**config.mk**
```make
export PLATFORM = sky130hd
export DESIGN_NAME = dma
export DESIGN_NICKNAME = d
export VERILOG_FILES = /design/src/rtl/global_pkg.sv /design/src/rtl/dma.sv
export SDC_FILE = /design/constraint.sdc
export NUM_CORES = 1
export LEC_CHECK = 0
export BUFFER_PORTS_ARGS = -buffer_cell sky130_fd_sc_hd__clkbuf_2
export CAP_MARGIN = 40
export CORE_MARGIN = 4
export CORE_UTILIZATION = 48
export CTS_BUF_LIST = sky130_fd_sc_hd__clkbuf_4 sky130_fd_sc_hd__clkbuf_8 sky130_fd_sc_hd__clkbuf_16
export DETAILED_ROUTE_END_ITERATION = 6
export PLACE_DENSITY = 0.86
export SETUP_SLACK_MARGIN = 0.1
export SLEW_MARGIN = 10
export SYNTH_ARGS = -nofsm -noshare
export SYNTH_HDL_FRONTEND = slang
export SYNTH_SLANG_ARGS = --single-unit
```
**constraint.sdc**
```tcl
create_clock -name Clk -period 3 [get_ports Clk]
set_input_delay 0.3 -clock Clk [delete_from_list [all_inputs] [get_ports Clk]]
set_output_delay 0.3 -clock Clk [all_outputs]
set_load 0.01 [all_outputs]
```
**src/rtl/global_pkg.sv**
```systemverilog
// rtl/global_pkg.sv - shared RAM map and DMA state type
// RAM layout used by the DMA engine and its state encoding.
package global_pkg;

  localparam logic [7:0] DMA_RX_BASE = 8'h00;
  localparam logic [7:0] NEW_INST    = 8'h03;
  localparam logic [7:0] DMA_TX_BASE = 8'h04;

  typedef enum logic [3:0] {
    IDLE,
    RX_REQ,
    RX_WRITE,
    RX_FLAG,
    TX_REQ,
    TX_READ,
    TX_CAPT,
    TX_SEND,
    TX_WAIT
  } dma_state_t;

endpackage

```
**src/rtl/dma.sv**
```systemverilog
// rtl/dma.sv - bus-master DMA between serial RX/TX and the data RAM
// Drains the RX FIFO into the RAM receive buffer and feeds two RAM bytes to the transmitter.
module dma
  import global_pkg::*;
(
  input  logic       Clk,
  input  logic       Rst,
  input  logic [7:0] RX_Data,
  input  logic       RX_Empty,
  output logic       Data_Read,
  input  logic       Send,
  output logic       Ready,
  output logic [7:0] TX_Data,
  output logic       Valid_D,
  input  logic       Ack_out,
  input  logic       TX_RDY,
  output logic       Dma_Rq,
  input  logic       Dma_Ack,
  output logic       Cs,
  output logic       Wen,
  output logic       Oen,
  output logic [7:0] Address,
  output logic [7:0] DataOut,
  input  logic [7:0] DataIn
);

  dma_state_t state, state_nx;
  logic [1:0] idx, idx_nx;
  logic       txi, txi_nx;
  logic       send_pend;
  logic [7:0] tx_data_q;
  logic       tx_capt;

  always_ff @(posedge Clk or posedge Rst) begin
    if (Rst) begin
      state     <= IDLE;
      idx       <= 2'd0;
      txi       <= 1'b0;
      send_pend <= 1'b0;
      tx_data_q <= 8'h00;
    end else begin
      state <= state_nx;
      idx   <= idx_nx;
      txi   <= txi_nx;
      // A new Send wins over the clear so a pulse coinciding with TX_REQ entry is not lost.
      if (Send)
        send_pend <= 1'b1;
      else if (state == IDLE && state_nx == TX_REQ)
        send_pend <= 1'b0;
      if (tx_capt)
        tx_data_q <= DataIn;
    end
  end

  always_comb begin
    state_nx  = state;
    idx_nx    = idx;
    txi_nx    = txi;
    Cs        = 1'b0;
    Wen       = 1'b0;
    Oen       = 1'b0;
    Address   = 8'h00;
    DataOut   = 8'h00;
    Data_Read = 1'b0;
    Valid_D   = 1'b0;
    tx_capt   = 1'b0;
    Dma_Rq    = (state != IDLE);

    case (state)
      IDLE: begin
        if (!RX_Empty)
          state_nx = RX_REQ;
        else if (send_pend)
          state_nx = TX_REQ;
      end

      RX_REQ: begin
        if (Dma_Ack)
          state_nx = RX_WRITE;
      end

      // Without the grant every bus state holds still and drives nothing.
      RX_WRITE: begin
        if (Dma_Ack) begin
          if (RX_Empty) begin
            state_nx = IDLE;
          end else begin
            Cs        = 1'b1;
            Wen       = 1'b1;
            Address   = DMA_RX_BASE + {6'd0, idx};
            DataOut   = RX_Data;
            Data_Read = 1'b1;
            if (idx == 2'd2) begin
              state_nx = RX_FLAG;
            end else begin
              idx_nx = idx + 2'd1;
            end
          end
        end
      end

      RX_FLAG: begin
        if (Dma_Ack) begin
          Cs       = 1'b1;
          Wen      = 1'b1;
          Address  = NEW_INST;
          DataOut  = 8'hFF;
          idx_nx   = 2'd0;
          state_nx = IDLE;
        end
      end

      TX_REQ: begin
        if (Dma_Ack)
          state_nx = TX_READ;
      end

      TX_READ: begin
        if (Dma_Ack) begin
          Cs       = 1'b1;
          Oen      = 1'b1;
          Address  = DMA_TX_BASE + {7'd0, txi};
          state_nx = TX_CAPT;
        end
      end

      TX_CAPT: begin
        tx_capt  = 1'b1;
        state_nx = TX_SEND;
      end

      TX_SEND: begin
        if (TX_RDY)
          state_nx = TX_WAIT;
      end

      TX_WAIT: begin
        Valid_D = 1'b1;
        if (Ack_out) begin
          if (!txi) begin
            txi_nx   = 1'b1;
            state_nx = TX_READ;
          end else begin
            txi_nx   = 1'b0;
            state_nx = IDLE;
          end
        end
      end

      default: state_nx = IDLE;
    endcase
  end

  assign Ready   = (state == IDLE) && RX_Empty && !send_pend && !Rst;
  assign TX_Data = tx_data_q;

endmodule

```
### Word-level counts from Yosys, hierarchy flattened

Cells that the tools add are included.

* $add $sub $neg: 2
* equality and inequality tests: 14
* mux-type cells: 39
* reduce and logical (&&, ||, !) cells: 13

Operators with widths (number)
* 2-to-1 mux 4 bit: 12
* case mux 4 bit (9 select lines): 1
* 2-to-1 mux 8 bit: 3
* equality test 4 x 3 -> 1 bit (second input constant): 5
* case mux 8 bit (2 select lines): 1
* 2-to-1 mux 2 bit: 7
* case mux 4 bit (3 select lines): 1
* 2-to-1 mux 1 bit: 10
* equality test 4 x 2 -> 1 bit (second input constant): 2
* inequality test 2 bit (second input constant): 4
* AND reduction 5 bit: 1
* adder 3 x 1 -> 4 bit (first input constant): 1
* equality test 4 x 1 -> 1 bit (second input constant): 1
* equality test 4 bit (second input constant): 1
* logical AND 1 bit: 4
* zero test 4 bit: 1
* case mux 1 bit (2 select lines): 2
* case mux 2 bit (2 select lines): 1
* nonzero test 2 bit: 2
* nonzero test 4 bit: 1
* 2-to-1 mux 3 bit: 1
* adder 2 x 1 -> 2 bit (second input constant): 1
* equality test 2 bit (second input constant): 1
* zero test 1 bit: 2
* 2 further kinds: 2

* output and inout bits: 31
* logic and storage cells: 73
* input bits: 23
* register bits: 16

### Depth between registers and ports, before layout

Gate-level depths: netlist (run 1).

* depth after elaboration: 9
* depth in mapped cells: 5
* depth with buffers taken out: 5

### Worst setup path after synthesis (run 1)

Ideal clock, no wire load.

* kind: register to output
* from: register state[3]
* to: output Address[0]
* path buffers: 1
* path slack: 1272 ps
* data arrival time: 1428 ps
* required time: 2700 ps
* cell stages (with the launch flop): 5
* cell sequence: dfrtp_1 -> buf_6 -> or3b_4 -> nor4b_4 -> a221o_1

* cells in the longest elaborated chain, start to end: 2
* elaborated cells on any way between the ends: 4
* those cells by class: eq/ne: 3; mux: 1

Ends and longest elaborated chain
* from (decl): line dma.sv:27 `dma_state_t state, state_nx;`
* from (signal assigned): line dma.sv:42 `state <= state_nx;`
* equality test 4 x 3 -> 1 bit or equality test 4 x 2 -> 1 bit (tied branches): line dma.sv:69 `case (state)`
* case mux 4 bit (3 select lines) *: line dma.sv:69
* to (decl): line dma.sv:22 `output logic [7:0] Address,`

Every way passes the cells marked *; elsewhere a longest branch is shown, timed or not.

### Final worst setup path (run 1)

* from: register state[1]
* to: output DataOut[7]

* cells in the longest elaborated chain, start to end: 2
* elaborated cells on any way between the ends: 3
* those cells by class: eq/ne: 2; mux: 1

Ends and longest elaborated chain
* equality test 4 x 2 -> 1 bit: line dma.sv:69
* case mux 8 bit (2 select lines) *: line dma.sv:69
* to (decl): line dma.sv:23 `output logic [7:0] DataOut,`

Marked as above.

==> summary.txt, run 1 <==
Global routing
  – Grt ovf: 0
  – GRT Total Usage: 0.174
  – Antenna violations before repair: 0
  – Number of global-route vias before repair: 824
  – First-pass GRT wire length: 3.68 mm
  – Largest net degree at the start of global routing: 17

Detailed routing
  – Via density: 5.24
  – Pre-Repair DR Iteration Count: 4
  – DRT iter0 DRCs: 15
  – Post-Route WL: 2.40 mm
  – DRT antenna net count: 0
  – DRC errors left: 0
  – Routed wire length per instance: 14.1 um
  – Routed vias: 891

Synth
  – Syn avg cell area: 10.5 um2
  – Post-synthesis simple-gate area fraction: 0.205
  – Synth Area in XOR/XNOR: 0.00850
  – Synth Area in Compound Gates: 0.191
  – Mapped Cells: 98
  – Netlist cell types: 42
  – Post-synthesis sequential area ratio: 0.388
  – Largest family of logic cells by synthesized area: simple AND/OR/NAND/NOR gates
  – Post-Syn Area: 0.00103 mm2
  – Ys Warns: 0
  – Synth Area in Adders: 0.0121
  – Register bit total from synthesis: 16
  – Post-synthesis mux area share: 0.0983

Place
  – DP Worst Slack: 1.07 ns
  – Routability cong.: 0.813
  – DP Area: 0.00124 mm2
  – Placed insts: 166
  – Buffers on Ports: 48
  – HPWL after detailed placement: 1.93 mm

Clock network
  – Hold Buf Count CTS: 0
  – CTS resizes: 0
  – CTS root buf: clkbuf_4
  – H-tree depth: 1
  – Inserted Clock Buffers: 3
  – CTS max path bufs: 2
  – Setup bufs post-CTS: 0
  – Clock slew at reported path FFs: 0.10 ns
  – Clock Latency Late Sink: 0.29 ns
  – CTS tree: built
  – CTS Sinks: 16

Timing
  – Slew HR: 0.603
  – Setup WS post-layout: 0.715 ns
  – Worst Skew: 0.00548 ns
  – Fin Hold WS: 0.0556 ns
  – Post-route setup TNS: 0 ns
  – Final Max Tran Viols: 0
  – Endpoints failing setup: 0
  – Achievable Freq: 438 MHz
  – Final period util: 0.762
  – Worst Max-Slew Pin Slew: 0.594 ns
  – RSZ-0062 raised after global routing: no
  – Fin crit period: 2.29 ns
  – Final hold viol count: 0

Flow run
  – Max-cap violations: 0

Setup path
  – CP peak stage delay: 0.59 ns
  – CP max-delay cell: dfrtp_1
  – CP cell instances: or3b_4 -> nor2_2 -> o21a_1 -> clkbuf_2
  – Required time worst endpoint: 2.70 ns
  – Critical path class: register to output port
  – Worst EP arrival: 1.99 ns
  – Critical Path Source Type: register
  – Crit Path Max Fanout: 13
  – CP Capture Type: output port

Cells and area
  – Non-Filler Instances: 170
  – ANT cells: 0
  – Fin area: 0.00128 mm2
  – Share of post-route cells with drive strength above 1: 0.483
  – Nets: 168
  – Area Growth Syn to Fin: 24.0%

Die
  – Num rows: 16
  – Initial Util: 0.515
  – Die width: 54.3 um
  – Die Span Y: 54.3 um
  – Core area: 0.00200 mm2
  – Die area: 0.00295 mm2
  – IO Pins: 54

Power and ir drop
  – Pleak: 0.000609 uW
  – Pwr Density: 846 mW/mm2
  – Max IR drop VDD: 0.000528 V

Status
  – Status: complete, no violations

Hold path
  – Hold Crit Class: input port to asynchronous set/reset pin
where the power goes:
part	internal, uW	switching, uW	total, uW	leakage [uW]
Sequential	311	123	434	0.000189
Combinational	261	245	507	0.000398
Clock	73.9	68.4	142	0.0000210
Total	646	436	1080	0.000609
through the flow:
| stage | power [uW] | utilization |
|---|---|---|
| after CTS | 1090 | 0.639 |
| after global placement | 921 | 0.621 |
| after global routing | 1170 | 0.639 |
| final | 1080 | 0.639 |
| after detailed placement | 946 | 0.621 |
| after floorplan | 800 | - |
worst paths after layout:
path	slack, ns	cells after the start	startpoint	to
min reg2reg	0.52	1	TX_Data[6]	TX_Data[6]
max	0.71	4	state[1]	DataOut[7]
max reg2reg	1.42	3	state[0]	TX_Data[1]
min in group Clk	0.18	2	Send	send_pend
min	0.06	2	Rst	send_pend
max in group asynchronous	2.56	2	Rst	TX_Data[7]
cell type report:
type / instances / area (um2)
fillers: 169 / 723
well taps: 27 / 33.8
inverters: 5 / 18.8
multi-input cells: 70 / 549
repair buffers: 48 / 240
flip-flops and latches: 16 / 400
clock buffers: 4 / 36.3
cell usage in the layout, fill, tap and decap left out, types with 2 or more instances in the layout:
| cell type | n |
|---|---|
| nand2_1 | 4 |
| nor3_1 | 5 |
| inv_1 | 5 |
| or2_2 | 2 |
| o21a_1 | 8 |
| a221o_1 | 3 |
| nand2b_1 | 4 |
| clkbuf_2 | 48 |
| clkbuf_4 | 3 |
| mux2_2 | 9 |
| o221ai_1 | 2 |
| conb_1 | 5 |
| nor2_2 | 2 |
| nor2b_1 | 3 |
| dfrtp_1 | 16 |
critical path, delay by kind of cell, from the launching register on:
family,cells,cell delay (ns)
and+or+nand+nor,2,0.80
buffers and inverters,1,0.13
DFF,1,0.59
AOI/OAI and AO/OA,1,0.17
flip-flops by register name, summed over array words and instances, names as in the netlist:
register	count
send_pend	1
txi	1
state	4
idx	2
TX_Data	8
kinds of logic (layout without fill, tap and decap cells):
family / Yosys count / after routing
AO/OA/AOI/OAI: 25 / 25
XOR/XNOR: 1 / 1
adder cells (fa/ha/maj): 1 / 1
buffers and inverters: 16 / 57
flip-flops: 16 / 16
multiplexers: 9 / 9
other: 1 / 5
AND/OR/NAND/NOR: 29 / 29
synthesized netlist by cell type (all sizes together):
| master | number | share of area |
|---|---|---|
| ha | 1 | 0.012 |
| nor2b | 3 | 0.018 |
| nand2b | 4 | 0.024 |
| nand4bb | 1 | 0.011 |
| o32a | 1 | 0.0097 |
| mux2 | 9 | 0.098 |
| nand4b | 1 | 0.0085 |
| clkbuf | 2 | 0.0085 |
| o21ai | 1 | 0.0048 |
| buf | 9 | 0.067 |
| o211ai | 1 | 0.0073 |
| conb | 1 | 0.0036 |
| a2bb2oi | 1 | 0.0085 |
| inv | 5 | 0.018 |
| xnor2 | 1 | 0.0085 |
| nand2 | 4 | 0.015 |
| nor2 | 3 | 0.023 |
| and2 | 1 | 0.0061 |
| or3b | 2 | 0.019 |
| a21o | 1 | 0.0073 |
| o41ai | 1 | 0.0085 |
| nor4 | 1 | 0.0061 |
| o21a | 8 | 0.058 |
| nor3 | 5 | 0.024 |
| a31oi | 1 | 0.0061 |
| a211o | 1 | 0.0085 |
| a21oi | 1 | 0.0048 |
| nor4b | 2 | 0.038 |
| o22ai | 1 | 0.0061 |
| o21bai | 1 | 0.0073 |
| a221o | 3 | 0.029 |
| o221ai | 2 | 0.017 |
| or2 | 2 | 0.012 |
| a21boi | 1 | 0.0073 |
| dfrtp | 16 | 0.39 |
per-layer routing:
metal,vias to the layer above,part of all wire,track usage
met1,434,0.40,0.191
li1,437,-,-
met2,18,0.55,0.321
met5,-,0,0
met3,2,0.042,0.0518
met4,0,0.0079,0.0498
Note: power is estimated with default switching activity, not from simulation.
==> inputs of run 2 (changes only) <==
CORE_UTILIZATION = 44   (was 48)
PLACE_DENSITY = 0.8   (was 0.86)
clock period = 2.2 ns   (was 3 ns; I/O delays follow)
==> summary.txt, run 2 (synthesis results as in run 1) <==
Global routing
  – Grt ovf: 0
  – Met1 Resource Use GR: 0.198
  – Met3 Resource Use GR: 0.0598
  – Met2 Use GR: 0.277
  – First-pass GRT wire length: 4.22 mm
  – Number of global-route vias before repair: 937
  – GRT Max-Usage Layer: met2
  – Antenna violations before repair: 0
  – Largest net degree at the start of global routing: 17
  – GRT Total Usage: 0.167

Cells and area
  – Nets: 171
  – ANT cells: 0
  – Most frequent cells in the layout: clkbuf_2 (48), dfrtp_1 (12), mux2_2 (9), o21a_1 (8)
  – Area Growth Syn to Fin: 28.5%
  – Number of flip-flops in the largest register: 8
  – Share of post-route cells with drive strength above 1: 0.534
  – Commonest non-fill, non-tap cell in the layout: clkbuf_2
  – Layout filler cell count: 206
  – Fin area: 0.00133 mm2

Setup path
  – R2R setup slack: 0.70 ns
  – Required time worst endpoint: 1.98 ns
  – Worst EP arrival: 1.76 ns
  – R2r startpoint: state[0]
  – Critical Path Source Type: register
  – CP startpoint: state[3]
  – Worst-case reg-to-reg path depth: 3
  – Critical path class: register to output port
  – CP Capture Type: output port
  – Crit Path Max Fanout: 10
  – Reg-to-Reg End: TX_Data[7]

Die
  – Die Span Y: 56.4 um
  – IO Pins: 54
  – Initial Util: 0.466
  – Num rows: 17
  – Core area: 0.00221 mm2
  – Die area: 0.00318 mm2
  – Die width: 56.4 um

Place
  – Routability cong.: 0.788
  – HPWL after detailed placement: 1.96 mm
  – Buffers on Ports: 48
  – DP Area: 0.00124 mm2

Timing
  – Final Max Tran Viols: 0
  – Final hold viol count: 16
  – RSZ-0062 raised after global routing: no
  – Worst Skew: 0.00174 ns
  – Worst Max-Slew Pin Slew: 0.592 ns
  – Fin Hold WS: -0.0211 ns
  – Endpoints failing setup: 0
  – Slew HR: 0.605
  – Fin crit period: 1.98 ns
  – Final period util: 0.901
  – Post-route setup TNS: 0 ns
  – Achievable Freq: 504 MHz

Power and ir drop
  – Cell internal pwr: 920 uW
  – P_sw: 610 uW
  – Sequential power share: 0.390
  – Pwr Density: 1150 mW/mm2
  – Sw Share: 0.398
  – Pleak: 0.000622 uW
  – Clock power share: 0.127
  – Logic pwr share: 0.482
  – Max IR drop VDD: 0.000758 V

Clock network
  – Inserted Clock Buffers: 3
  – H-tree depth: 1
  – CTS tree: built
  – CTS max path bufs: 2
  – CTS Sinks: 16
  – Clock Latency Late Sink: 0.28 ns
  – Hold Buf Count CTS: 0
  – Clock slew at reported path FFs: 0.10 ns
  – CTS root buf: clkbuf_4

Detailed routing
  – Routed vias: 912
  – DRT iter0 DRCs: 9
  – Pre-Repair DR Iteration Count: 4
  – Routed wire length per instance: 13.9 um
  – DRT antenna net count: 0
  – DRC errors left: 0
  – Post-Route WL: 2.42 mm
  – Via density: 5.24

Flow run
  – Max-cap violations: 0

Status
  – Failing checks: hold timing
  – Status: finished, violations left

Hold path
  – Hold Crit Class: input port to asynchronous set/reset pin
==> run 2: routing by layer <==
metal | part of all wire | vias up
met5 | 0 | -
met4 | 0.0050 | 0
met3 | 0.084 | 2
met2 | 0.51 | 33
met1 | 0.40 | 425
li1 | - | 452
==> run 2: repair_timing <==
item	in CTS	in global routing
hold endpoints to repair	0	0
gates resized for setup	2	6
setup buffers	0	3
endpoints found under the setup margin	10	11
==> run 2: layout make-up <==
| type | instances | area, um2 | area share |
|---|---|---|---|
| Tap cell | 28 | 35.0 | 0.0264 |
| Timing Repair Buffer | 51 | 263 | 0.198 |
| Multi-Input combinational cell | 70 | 567 | 0.428 |
| Inverter | 5 | 18.8 | 0.0142 |
| Clock buffer | 4 | 36.3 | 0.0274 |
| Sequential cell | 16 | 405 | 0.306 |
==> run 2: metrics by stage <==
| step | hold WS (ns) | util | setup slack [ns] | total power (uW) | instances |
|---|---|---|---|---|---|
| 6_report | -0.0211 | 0.599 | 0.217 | 1530 | 174 |
| 5_1_grt | 0.0224 | 0.599 | 0.119 | 1670 | 174 |
| 4_1_cts | 0.000801 | 0.580 | 0.0884 | 1490 | 171 |
| 2_1_floorplan | 0.134 | - | 0.552 | 1090 | 102 |
| 3_3_place_gp | 0.302 | 0.562 | 0.420 | 1250 | 167 |
| 3_5_place_dp | 0.319 | 0.562 | 0.367 | 1290 | 167 |
==> run 2: power by group through the flow <==
stage / sequential (uW) / clock (uW) / combinational (uW)
global route: 625 / 220 / 823
global placement: 584 / 0 / 667
floorplan: 542 / 0 / 549
detailed placement: 596 / 0 / 693
CTS: 596 / 200 / 696
finish: 597 / 195 / 738
==> run 2: worst max-delay path by stage <==
| stage | endpoint | slack (ns) | cells past startpoint |
|---|---|---|---|
| after floorplan | Address[0] | 0.55 | 4 |
| after global placement | Address[0] | 0.42 | 4 |
| after detailed placement | Address[0] | 0.37 | 4 |
| after CTS | DataOut[4] | 0.09 | 4 |
| after global routing | Address[0] | 0.12 | 4 |
| final | Address[0] | 0.22 | 4 |
==> run 2: critical path, cell delays in order, from the launching register on <==
cell and delay, ns:
dfrtp_2 0.48, or3b_4 0.46, nor4b_4 0.24, a221o_1 0.18, clkbuf_2 0.13
==> inputs of run 3 (changes only) <==
CAP_MARGIN = 20   (was 40)
HOLD_SLACK_MARGIN = 0.15   (was default)
PLACE_DENSITY = 0.78   (was 0.8)
==> summary.txt, run 3 (synthesis results as in run 1) <==
Setup path
  – R2R setup slack: 0.61 ns
  – Top delay family on crit path: simple AND/OR/NAND/NOR gates
  – R2r startpoint: state[0]
  – Crit Path Max Fanout: 10
  – CP Capture Type: output port
  – Buffer and inverter count on the worst path: 1
  – CP cell instances: or3b_4 -> nor4b_4 -> a221o_1 -> clkbuf_2
  – Reg-to-Reg End: TX_Data[6]
  – Critical path class: register to output port
  – CP max-delay cell: dfrtp_2
  – Required time worst endpoint: 1.98 ns
  – Worst EP arrival: 1.78 ns
  – CP peak stage delay: 0.48 ns
  – Critical Path Source Type: register
  – Worst-case reg-to-reg path depth: 4

Detailed routing
  – DRT iter0 DRCs: 15
  – DRC errors left: 0
  – Pre-Repair DR Iteration Count: 4
  – DRT antenna net count: 0
  – Post-Route WL: 2.52 mm
  – Routed vias: 915
  – Via density: 5.11
  – Routed wire length per instance: 14.1 um

Place
  – DP Worst Slack: 0.370 ns
  – Routability cong.: 0.879
  – HPWL after detailed placement: 1.88 mm
  – Buffers on Ports: 48

Global routing
  – Number of global-route vias before repair: 827
  – Antenna violations before repair: 0
  – Largest net degree at the start of global routing: 17
  – Grt ovf: 0
  – First-pass GRT wire length: 3.75 mm
  – GRT Total Usage: 0.150

Timing
  – Worst Max-Slew Pin Slew: 0.625 ns
  – Achievable Freq: 501 MHz
  – RSZ-0062 raised after global routing: no
  – Endpoints failing setup: 0
  – Final hold viol count: 0
  – Post-route setup TNS: 0 ns
  – Fin crit period: 2.00 ns
  – Final period util: 0.907
  – Slew HR: 0.583
  – Setup WS post-layout: 0.205 ns
  – Worst Skew: 0.00634 ns
  – Final Max Tran Viols: 0

Clock network
  – Clock slew at reported path FFs: 0.10 ns
  – H-tree depth: 1
  – CTS tree: built
  – Clock Latency Late Sink: 0.29 ns
  – CTS Sinks: 16
  – CTS root buf: clkbuf_4
  – Inserted Clock Buffers: 3
  – CTS max path bufs: 2

Die
  – Die area: 0.00318 mm2
  – Num rows: 17
  – Initial Util: 0.466
  – Die Span Y: 56.4 um
  – IO Pins: 54
  – Core area: 0.00221 mm2
  – Die width: 56.4 um

Cells and area
  – Finished Core Util: 0.620
  – Most frequent cells in the layout: clkbuf_2 (48), dfrtp_1 (13), mux2_2 (9), o21a_1 (8)
  – Nets: 176
  – ANT cells: 0
  – Share of post-route cells with drive strength above 1: 0.503
  – Number of flip-flops in the largest register: 8
  – Area Growth Syn to Fin: 33.0%
  – Commonest non-fill, non-tap cell in the layout: clkbuf_2

Power and ir drop
  – Max IR drop VDD: 0.000806 V
  – Final total power: 1540 uW
  – Pleak: 0.000642 uW
  – Pwr Density: 1130 mW/mm2

Flow run
  – Max-cap violations: 0

Hold path
  – Hold path cells: 2
  – Hold path startpoint: DataIn[7]
  – Worst Hold Path EP: TX_Data[7]
  – Hold Crit Class: input port to register

Status
  – Status: complete, no violations
==> run 3: changes by cell type in the layout (fill, tap and decap cells not counted) <==
cell,change
dfrtp_1,+1
dfrtp_2,-1
dlygate4sd3_1,+5
nor2b_1,+1
nor2b_2,-1
==> run 3: final cells by class <==
type                       instances  area [um2]
clock buffer                       4        36.3
fill                             195         841
inverter                           5        18.8
multi-input combinational         70         564
sequential                        16         404
tap                               28        35.0
timing repair buffer              56         313
==> run 3: what timing repair did <==
action / 4_1_cts / 5_1_grt
setup endpoints to repair: 10 / 10
hold buffers: 4 / 1
buffers inserted: 0 / 2
hold endpoints to repair: 19 / 1
gates resized for setup: 2 / 4
gates cloned: 0 / 0
==> run 3: power by group <==
part,internal [uW],switching (uW)
Clock,101,91.8
Combinational,397,397
Sequential,429,128
Total,927,617
==> run 3: metal layers <==
layer,track usage,wire (um)
met1,0.170,1010
met2,0.280,1410
met3,0.0368,100
met4,0.0305,0
met5,0,0
==> run 3: worst register-to-register path: stages (launching register included) <==
cell and delay [ns]:
dfrtp_1 0.45, buf_4 0.20, nand2b_1 0.20, nor2_4 0.24, mux2_2 0.37
==> run 3: how the worst max path moves through the flow <==
stage                        start    endpoint  slack [ns]  depth (start not counted)
after floorplan           state[3]  Address[0]        0.55                          4
after global placement    state[1]  Address[0]        0.43                          4
after global routing      state[3]  Address[0]        0.10                          4
after detailed placement  state[1]  Address[0]        0.37                          4
after CTS                 state[2]  Address[0]        0.11                          4
final                     state[3]  Address[0]        0.20                          4
==> run 3: through the flow <==
step | hold WS [ns] | area, um2 | instances
after detailed placement | 0.315 | 1250 | 168
after global routing | 0.151 | 1370 | 179
after global placement | 0.310 | 1250 | 168
final | 0.165 | 1370 | 179
after floorplan | 0.134 | 1050 | 102
after CTS | 0.153 | 1330 | 176
